[src/rtl/led_pattern_gen.sv]
// led_pattern_gen: multi-channel LED pattern generator (off/on/blink/burst) timed by a shared prescaled tick.
// Define LED_ACTIVE_LOW_EN to drive led active-low (0 = lit, reset value all 1s).
module led_pattern_gen #(
  parameter int CH       = 4,
  parameter int PRESCALE = 100,
  parameter int HP_W     = 16,
  parameter int BURST_W  = 3,
  parameter int GAP_HP   = 4
) (
  input  logic                 clk,
  input  logic                 rst_n,
  input  logic [2*CH-1:0]      mode,
  input  logic [HP_W-1:0]      half_period,
  input  logic [BURST_W-1:0]   burst_len,
  input  logic                 restart,
  output logic                 tick,
  output logic [CH-1:0]        led
);
  localparam int PW = $clog2(PRESCALE);
  localparam int GW = $clog2(GAP_HP + 1);
  localparam logic [PW-1:0] PMAX = PW'(PRESCALE - 1);
  localparam logic [GW-1:0] GMAX = GW'(GAP_HP - 1);
`ifdef LED_ACTIVE_LOW_EN
  localparam logic POL = 1'b1;
`else
  localparam logic POL = 1'b0;
`endif
  typedef enum logic [1:0] {IDLE_PH, ON, OFF, GAP} st_t;
  logic [PW-1:0]      pre_q, pre_d;
  logic               tick_q, tick_d;
  logic [2*CH-1:0]    mode_q;
  logic [CH-1:0]      led_q, led_d;
  logic [CH-1:0]      ph_q, ph_d;
  logic [HP_W-1:0]    hp_q [CH];
  logic [HP_W-1:0]    hp_d [CH];
  logic [BURST_W-1:0] fl_q [CH];
  logic [BURST_W-1:0] fl_d [CH];
  logic [GW-1:0]      gap_q [CH];
  logic [GW-1:0]      gap_d [CH];
  st_t                st_q [CH];
  st_t                st_d [CH];
  logic [HP_W-1:0]    lim_m1;
  st_t                burst_entry;
  assign lim_m1      = (half_period == '0) ? '0 : half_period - 1'b1;
  assign burst_entry = (burst_len == '0) ? GAP : ON;
  assign tick        = tick_q;
  assign led         = led_q;
  always_comb begin
    logic [1:0] md;
    logic       hpb;
    pre_d  = (restart || pre_q == PMAX) ? '0 : pre_q + 1'b1;
    tick_d = !restart && pre_q == PMAX;
    ph_d   = ph_q;
    led_d  = led_q;
    for (int i = 0; i < CH; i++) begin
      md       = mode[2*i +: 2];
      hpb      = tick_q && hp_q[i] >= lim_m1;
      hp_d[i]  = hp_q[i];
      fl_d[i]  = fl_q[i];
      gap_d[i] = gap_q[i];
      st_d[i]  = st_q[i];
      // Restart, a mode change or a static mode all put the channel at its entry point.
      if (restart || md != mode_q[2*i +: 2] || !md[1]) begin
        hp_d[i]  = '0;
        ph_d[i]  = 1'b0;
        fl_d[i]  = '0;
        gap_d[i] = '0;
        st_d[i]  = md[0] && md[1] ? burst_entry : IDLE_PH;
      end else if (tick_q) begin
        hp_d[i] = hpb ? '0 : hp_q[i] + 1'b1;
        if (hpb) begin
          ph_d[i] = ~ph_q[i];
          if (md[0]) begin
            case (st_q[i])
              ON:  st_d[i] = OFF;
              OFF: begin
                st_d[i] = ({1'b0, fl_q[i]} + 1'b1 < {1'b0, burst_len}) ? ON : GAP;
                fl_d[i] = (st_d[i] == ON) ? fl_q[i] + 1'b1 : '0;
                gap_d[i] = '0;
              end
              GAP: begin
                gap_d[i] = (gap_q[i] == GMAX) ? '0 : gap_q[i] + 1'b1;
                st_d[i]  = (gap_q[i] == GMAX && burst_len != '0) ? ON : GAP;
              end
              default: st_d[i] = burst_entry;
            endcase
          end
        end
      end
      led_d[i] = POL ^ (md == 2'b01 || (md == 2'b10 && ph_d[i]) || (md == 2'b11 && st_d[i] == ON));
    end
  end
  always_ff @(posedge clk or negedge rst_n) begin
    if (!rst_n) begin
      pre_q  <= '0;
      tick_q <= 1'b0;
      mode_q <= '0;
      led_q  <= {CH{POL}};
      ph_q   <= '0;
      hp_q   <= '{default: '0};
      fl_q   <= '{default: '0};
      gap_q  <= '{default: '0};
      st_q   <= '{default: IDLE_PH};
    end else begin
      pre_q  <= pre_d;
      tick_q <= tick_d;
      mode_q <= mode;
      led_q  <= led_d;
      ph_q   <= ph_d;
      hp_q   <= hp_d;
      fl_q   <= fl_d;
      gap_q  <= gap_d;
      st_q   <= st_d;
    end
  end
endmodule

[config.mk]
export PLATFORM = sky130hd
export DESIGN_NAME = led_pattern_gen
export DESIGN_NICKNAME = d
export VERILOG_FILES = /design/src/rtl/led_pattern_gen.sv
export SDC_FILE = /design/constraint.sdc
export NUM_CORES = 1
export LEC_CHECK = 0
export CAP_MARGIN = 30
export CORE_MARGIN = 10
export CORE_UTILIZATION = 54
export CTS_CLUSTER_DIAMETER = 120
export DETAILED_ROUTE_END_ITERATION = 7
export GPL_TIMING_DRIVEN = 0
export PLACE_DENSITY = 0.72
export SLEW_MARGIN = 15
export SYNTH_ARGS = -nofsm -noshare
export SYNTH_HDL_FRONTEND = slang
export SYNTH_SLANG_ARGS = --single-unit
[constraint.sdc]
create_clock -name clk -period 3.1 [get_ports clk]
set_input_delay 0.31 -clock clk [delete_from_list [all_inputs] [get_ports clk]]
set_output_delay 0.31 -clock clk [all_outputs]
set_load 0.02 [all_outputs]
==> results of run 1 <==
[sequential cells by signal, summed over array words and instances, names as in the netlist]
name,count
hp_q,64
ph_q,4
tick,1
gap_q,12
led,4
fl_q,12
st_q,8
pre_q,7
mode_q,8
[synth_stat cells, drive strengths merged (9+ instances only)]
master	count	area share
dfrtp	120	0.37
nor2	108	0.050
nand2	104	0.048
ha	87	0.13
xor2	49	0.054
a21oi	46	0.028
nand3	44	0.027
o21ai	38	0.024
xnor2	30	0.033
inv	25	0.012
nand4	24	0.019
clkbuf	21	0.0098
and3	19	0.015
nor3	19	0.012
nand2b	16	0.012
nor2b	12	0.0093
a31oi	11	0.0085
mux2i	9	0.011
nor4	9	0.0070
[critical path, delay by kind of cell]
family / cells / cell delay, ps
adder cells (fa/ha/maj): 1 / 210
buffers and inverters: 2 / 240
AO/OA/AOI/OAI: 5 / 1370
AND/OR/NAND/NOR: 8 / 2160
[report_power, final]
group	internal (W)	switching (W)
logic	0.000185	0.000258
registers	0.00158	0.0000100
clock network	0.00136	0.000750
[layout make-up]
cell class / instances / share of cell area
Timing Repair Buffer: 93 / 0.0833
Clock buffer: 19 / 0.0411
Sequential cell: 120 / 0.279
Buffer: 24 / 0.0148
Multi-Input combinational cell: 735 / 0.536
Inverter: 25 / 0.00871
Tap cell: 184 / 0.0214
Clock inverter: 12 / 0.0164
[through the flow]
step | cells | TNS [ps]
final | 1212 | -70860
after global routing | 1212 | -84520
after CTS | 1202 | -81150
after detailed placement | 1124 | -159060
after global placement | 1123 | -525800
after floorplan | 905 | -62820
[what timing repair did]
item,in CTS,in global routing
endpoints found under the hold margin,51,0
setup buffers,42,11
hold buffers,1,0
gates cloned,4,0
gates resized for setup,124,47
endpoints found under the setup margin,104,104
pin swaps,50,30
[layer usage]
layer | track usage | up-vias
li1 | - | 3477
met4 | 0.0927 | 0
met3 | 0.0441 | 39
met2 | 0.332 | 167
met5 | 0 | -
met1 | 0.276 | 3454
[how the worst max path moves through the flow]
stage / slack (ps) / to / startpoint / cells past startpoint
3_3_place_gp: -3100 / gap_q[5] / rst_n / 1
5_1_grt: -1020 / led[2] / half_period[6] / 17
6_report: -910 / led[2] / half_period[6] / 16
3_5_place_dp: -1790 / led[0] / half_period[5] / 16
4_1_cts: -1000 / led[0] / half_period[6] / 15
2_1_floorplan: -910 / led[2] / half_period[7] / 14
[kinds of logic (layout without fill, tap and decap cells)]
logic type               Yosys count  count (layout)
buffers and inverters             50             173
adder cells (fa/ha/maj)           87              87
flip-flops                       120             120
multiplexers                      11              11
AO/OA/AOI/OAI                    160             160
AND/OR/NAND/NOR                  398             398
XOR/XNOR                          79              79
==> results.toml, run 1 <==
[run_status]
status = "finished with violations"
failed_checks = "negative setup slack"

[worst_hold_path]
min_to = "mode_q[2]"
min-delay-start = "mode[2]"
holdPathStages = 1
min_path_type = "in -> reg"

[critical_path]
crit_slowest_cell = "or4_4"
crit_chain = "buf_8, or4_4, or3_4, or4_4, nor3_4, nand4b_4, and2_4, ha_4, nand2b_4, a2111o_1, a311oi_2, o21ai_4, buf_6, and2_4, o311ai_4, o221ai_2"
start_kind = "primary input"
required_ps = 3390
r2r-start = "tick"
end_kind = "flip-flop"
rr_worst_depth = 6
worstReg2RegEnd = "hp_q[18]"
slowest_delay_ps = 530
cp_max_fo = 6
r2r_slack_ps = 210
path_class = "in -> reg"
arrival_ps = 4300

[cells_and_area]
drive_above_1_share = 0.229
final_cell_area_sq_um = 10800
layout_common_cells = "120 x dfrtp_1, 84 x nor2_1, 83 x nand2_1"
syn_to_final_growth_pct = 33.3
final_common_cell = "dfrtp_1"
antenna_cells = 0
multi_input_area_sq_um = 5770
regArea_sq_um = 3000
utilization = 0.738
fin_nets = 1133
fillerInstances = 1037

[global_routing]
grt_pass1_wl_um = 34700
antenna_found_initial = 0
grt_util_all_layers = 0.212
first_global_vias = 6945
grt_overflow = 0
grt_max_degree = 70

[routing]
vias = 7137
drc = 0
wirelength_um = 21600
wl_per_cell_um = 17.9
route.met2.wl_um = 10300
highest-signal-layer = "met4"
dr.pass1.iters = 5
wl_met1_um = 9840
vias_per_cell = 5.89
met3_length_um = 934
ant_nets = 0
drt-initial-drc-count = 438

[power_and_ir_drop]
leakage_nw = 4.67
power.density_nw_per_um2 = 385
peakVddDrop_v = 0.000421
report.power.total_w = 0.00415

[placement]
placed_cell_area_sq_um = 8960
io_buffer_count = 34
hpwlAfterDp_um = 14000
place_ws_ps = -1790
gp_congestion = 0.841

[synth]
synthCells = 905
synth_ff_type = "dfrtp_1"
synth.distinct_cells = 66
synth-edff-count = 0
synth_top_family_by_area = "simple AND/OR/NAND/NOR gates"
synth_warnings = 0
yosys.area_share.adder = 0.135
synth-compound-area-share = 0.127
avgSynthCellArea_sq_um = 8.93
synth_xor_xnor_area_share = 0.0865
synth_simple_gate_area_share = 0.241
synth.cell_area_sq_um = 8080
ys_ff_latch = 120
async_reset_ff_frac = 1.00
seq_area_frac_synth = 0.372
mappedNetlistNets = 1022
synthMuxAreaShare = 0.0139

[timing]
min_period_ps = 4010
setup_ws_ps = -909
fmax_mhz = 249
fin_crit_sh = 1.29
timing_hold_violations_final = 0
setup_viol = 104
whs_ps = 347
clock_skew_ps = 7.22
slew_violations = 0
tightest_slew_ps = 919
slew_headroom = 0.382
rsz0062_at_grt = "yes"

[floorplanning]
die_y_um = 142
chipWidth_um = 142
initial_core_util = 0.554
core-area_sq_um = 14600
dieArea_sq_um = 20300
rows = 44
io_pins = 35

[run]
cap_viol_max_count = 0

[clock_network]
cts_root_buffer = "clkbuf_16"
cts_buffers = 17
cts_sinks = 120
clockBufferDepth = 2
clkLatencyLatePin_ps = 430
htree_num_levels = 4
tritoncts = "yes"
cts.clk_slew.worst_paths_ps = 60
Note: power is estimated with default switching activity, not from simulation.
==> inputs of run 2 (changes only) <==
--- a/config.mk
+++ b/config.mk
@@ -7,11 +7,10 @@
 export LEC_CHECK = 0
 export CAP_MARGIN = 30
 export CORE_MARGIN = 10
-export CORE_UTILIZATION = 54
+export CORE_UTILIZATION = 45
 export CTS_CLUSTER_DIAMETER = 120
 export DETAILED_ROUTE_END_ITERATION = 7
-export GPL_TIMING_DRIVEN = 0
-export PLACE_DENSITY = 0.72
+export GPL_TIMING_DRIVEN = 1
 export SLEW_MARGIN = 15
 export SYNTH_ARGS = -nofsm -noshare
 export SYNTH_HDL_FRONTEND = slang
==> run 2 against run 1 <==
Effect of this change: the run still ends with negative setup slack left; clock-buffer cell count shrank 2; worst setup slack gained 45 ps; combinational power grew 4%; fmax grew 1.1%; via count is essentially flat; sequential share of layout area shrank 1.1 points; global-route usage shrank 3.0 points; non-clock buffer count grew 31; die area grew 17%; core utilization shrank 9.6 points; hold slack gained 19 ps; critical path type unchanged; critical endpoint is now gap_q[9].
==> results.toml, run 2 (synthesis gave the netlist of run 1 again) <==
[cells_and_area]
largest_reg_flops = 64
fillerInstances = 1402
regMostFlops = "hp_q"
syn_to_final_growth_pct = 39.0
final_common_cell = "dfrtp_1"
fin_nets = 1165
antenna_cells = 0
drive_above_1_share = 0.301
utilization = 0.643
layout_common_cells = "120 x dfrtp_1, 84 x nand2_1, 82 x buf_4"
top_regs = "hp_q x64, fl_q x12, gap_q x12"
instances_no_fill = 1285

[clock_network]
clkLatencyLatePin_ps = 430
htree_num_levels = 4
cts.clk_slew.worst_paths_ps = 60
cts_buffers = 17
cts_sinks = 120
clockBufferDepth = 2
cts_root_buffer = "clkbuf_16"
tritoncts = "yes"

[critical_path]
cp_max_fo = 5
path_class = "in -> reg"
required_ps = 3420
start_kind = "primary input"
arrival_ps = 4290
end_kind = "flip-flop"

[run_status]
failed_checks = "negative setup slack"
status = "finished with violations"

[timing]
min_period_ps = 3960
fin_crit_sh = 1.28
setup_viol = 104
tightest_slew_ps = 734
setup_ws_ps = -863
rsz0062_at_grt = "yes"
fmax_mhz = 252
slew_headroom = 0.511
slew_violations = 0
clock_skew_ps = 11.4
timing_hold_violations_final = 0

[power_and_ir_drop]
p_clk_frac = 0.488
netSwitchingFraction = 0.262
report.power.total_w = 0.00404
power.density_nw_per_um2 = 359
leakage_nw = 4.86
sequentialPowerShare = 0.397
power_frac_comb = 0.114
power.internal_w = 0.00298
p_sw_w = 0.00106
peakVddDrop_v = 0.000364

[floorplanning]
chipWidth_um = 154
rows = 48
initial_core_util = 0.462
die_y_um = 154
core-area_sq_um = 17500
dieArea_sq_um = 23700
io_pins = 35

[global_routing]
first_global_vias = 7010
grt_max_degree = 53
grt_pass1_wl_um = 35700
grt_util_all_layers = 0.182
antenna_found_initial = 0
grt_overflow = 0

[routing]
ant_nets = 0
dr.pass1.iters = 5
drt-initial-drc-count = 397
vias_per_cell = 5.56
drc = 0
wl_per_cell_um = 16.9
vias = 7139
wirelength_um = 21700

[run]
cap_viol_max_count = 0

[placement]
io_buffer_count = 34
gp_congestion = 0.844
hpwlAfterDp_um = 15000
dp.cells = 1230

[worst_hold_path]
min_path_type = "in -> async"
## run 2: critical path, stage by stage
cell and delay (ps):
buf_6 90, or4_4 530, or3_4 400, or4_4 480, buf_6 150, nor4_4 150
xor2_1 200, nand2_2 140, ha_4 290, nand4_1 150, nor4_4 350, a311oi_4 190
a21oi_4 240, buf_6 140, and3_4 210, mux2i_1 180, nor2_1 70
## run 2: area by class of cell
type / instances / area [sq um] / area share
Inverter: 25 / 93.8 / 0.00836
Sequential cell: 120 / 3000 / 0.267
Timing Repair Buffer: 148 / 1370 / 0.122
Multi-Input combinational cell: 736 / 5910 / 0.526
Tap cell: 225 / 282 / 0.0251
Clock buffer: 17 / 425 / 0.0379
Clock inverter: 14 / 150 / 0.0134
## run 2: routing by layer
layer,track usage,wire length [um]
met1,0.251,10600
met2,0.277,9990
met3,0.0396,729
met4,0.0562,415
met5,0,0
## run 2: final timing paths
path | from | to | slack [ps] | cells after the start
setup reg to reg | hp_q[48] | fl_q[11] | 530 | 10
max in group asynchronous | rst_n | fl_q[2] | 1860 | 3
setup / recovery | half_period[6] | gap_q[9] | -860 | 17
hold / removal | rst_n | hp_q[56] | 370 | 2
min in group clk | mode[1] | mode_q[1] | 420 | 1
hold reg to reg | pre_q[0] | pre_q[0] | 450 | 1
## run 2: power by group through the flow
| stage | Sequential [W] | Combinational (W) | Clock, W |
|---|---|---|---|
| 6_report | 0.00160 | 0.000461 | 0.00197 |
| 5_1_grt | 0.00161 | 0.000509 | 0.00209 |
| 4_1_cts | 0.00160 | 0.000452 | 0.00202 |
| 3_5_place_dp | 0.00163 | 0.000399 | 0 |
| 3_3_place_gp | 0.00163 | 0.000397 | 0 |
| 2_1_floorplan | 0.00163 | 0.000187 | 0 |
## run 2: metrics by stage
stage | setup WS [ps] | hold slack (ps) | TNS (ps) | area [sq um]
4_1_cts | -870 | 377 | -71060 | 10900
6_report | -863 | 366 | -68070 | 11200
2_1_floorplan | -907 | 14.4 | -62820 | 8370
3_3_place_gp | -1530 | 288 | -139130 | 9580
5_1_grt | -963 | 392 | -79950 | 11200
3_5_place_dp | -1590 | 291 | -142600 | 9580
## run 2: what timing repair did
item | CTS | global route
resized for setup | 125 | 91
pin swaps | 60 | 48
hold buffers | 1 | 0
hold endpoints to repair | 30 | 0
setup endpoints to repair | 104 | 104
setup buffers | 17 | 11
cloned | 3 | 0
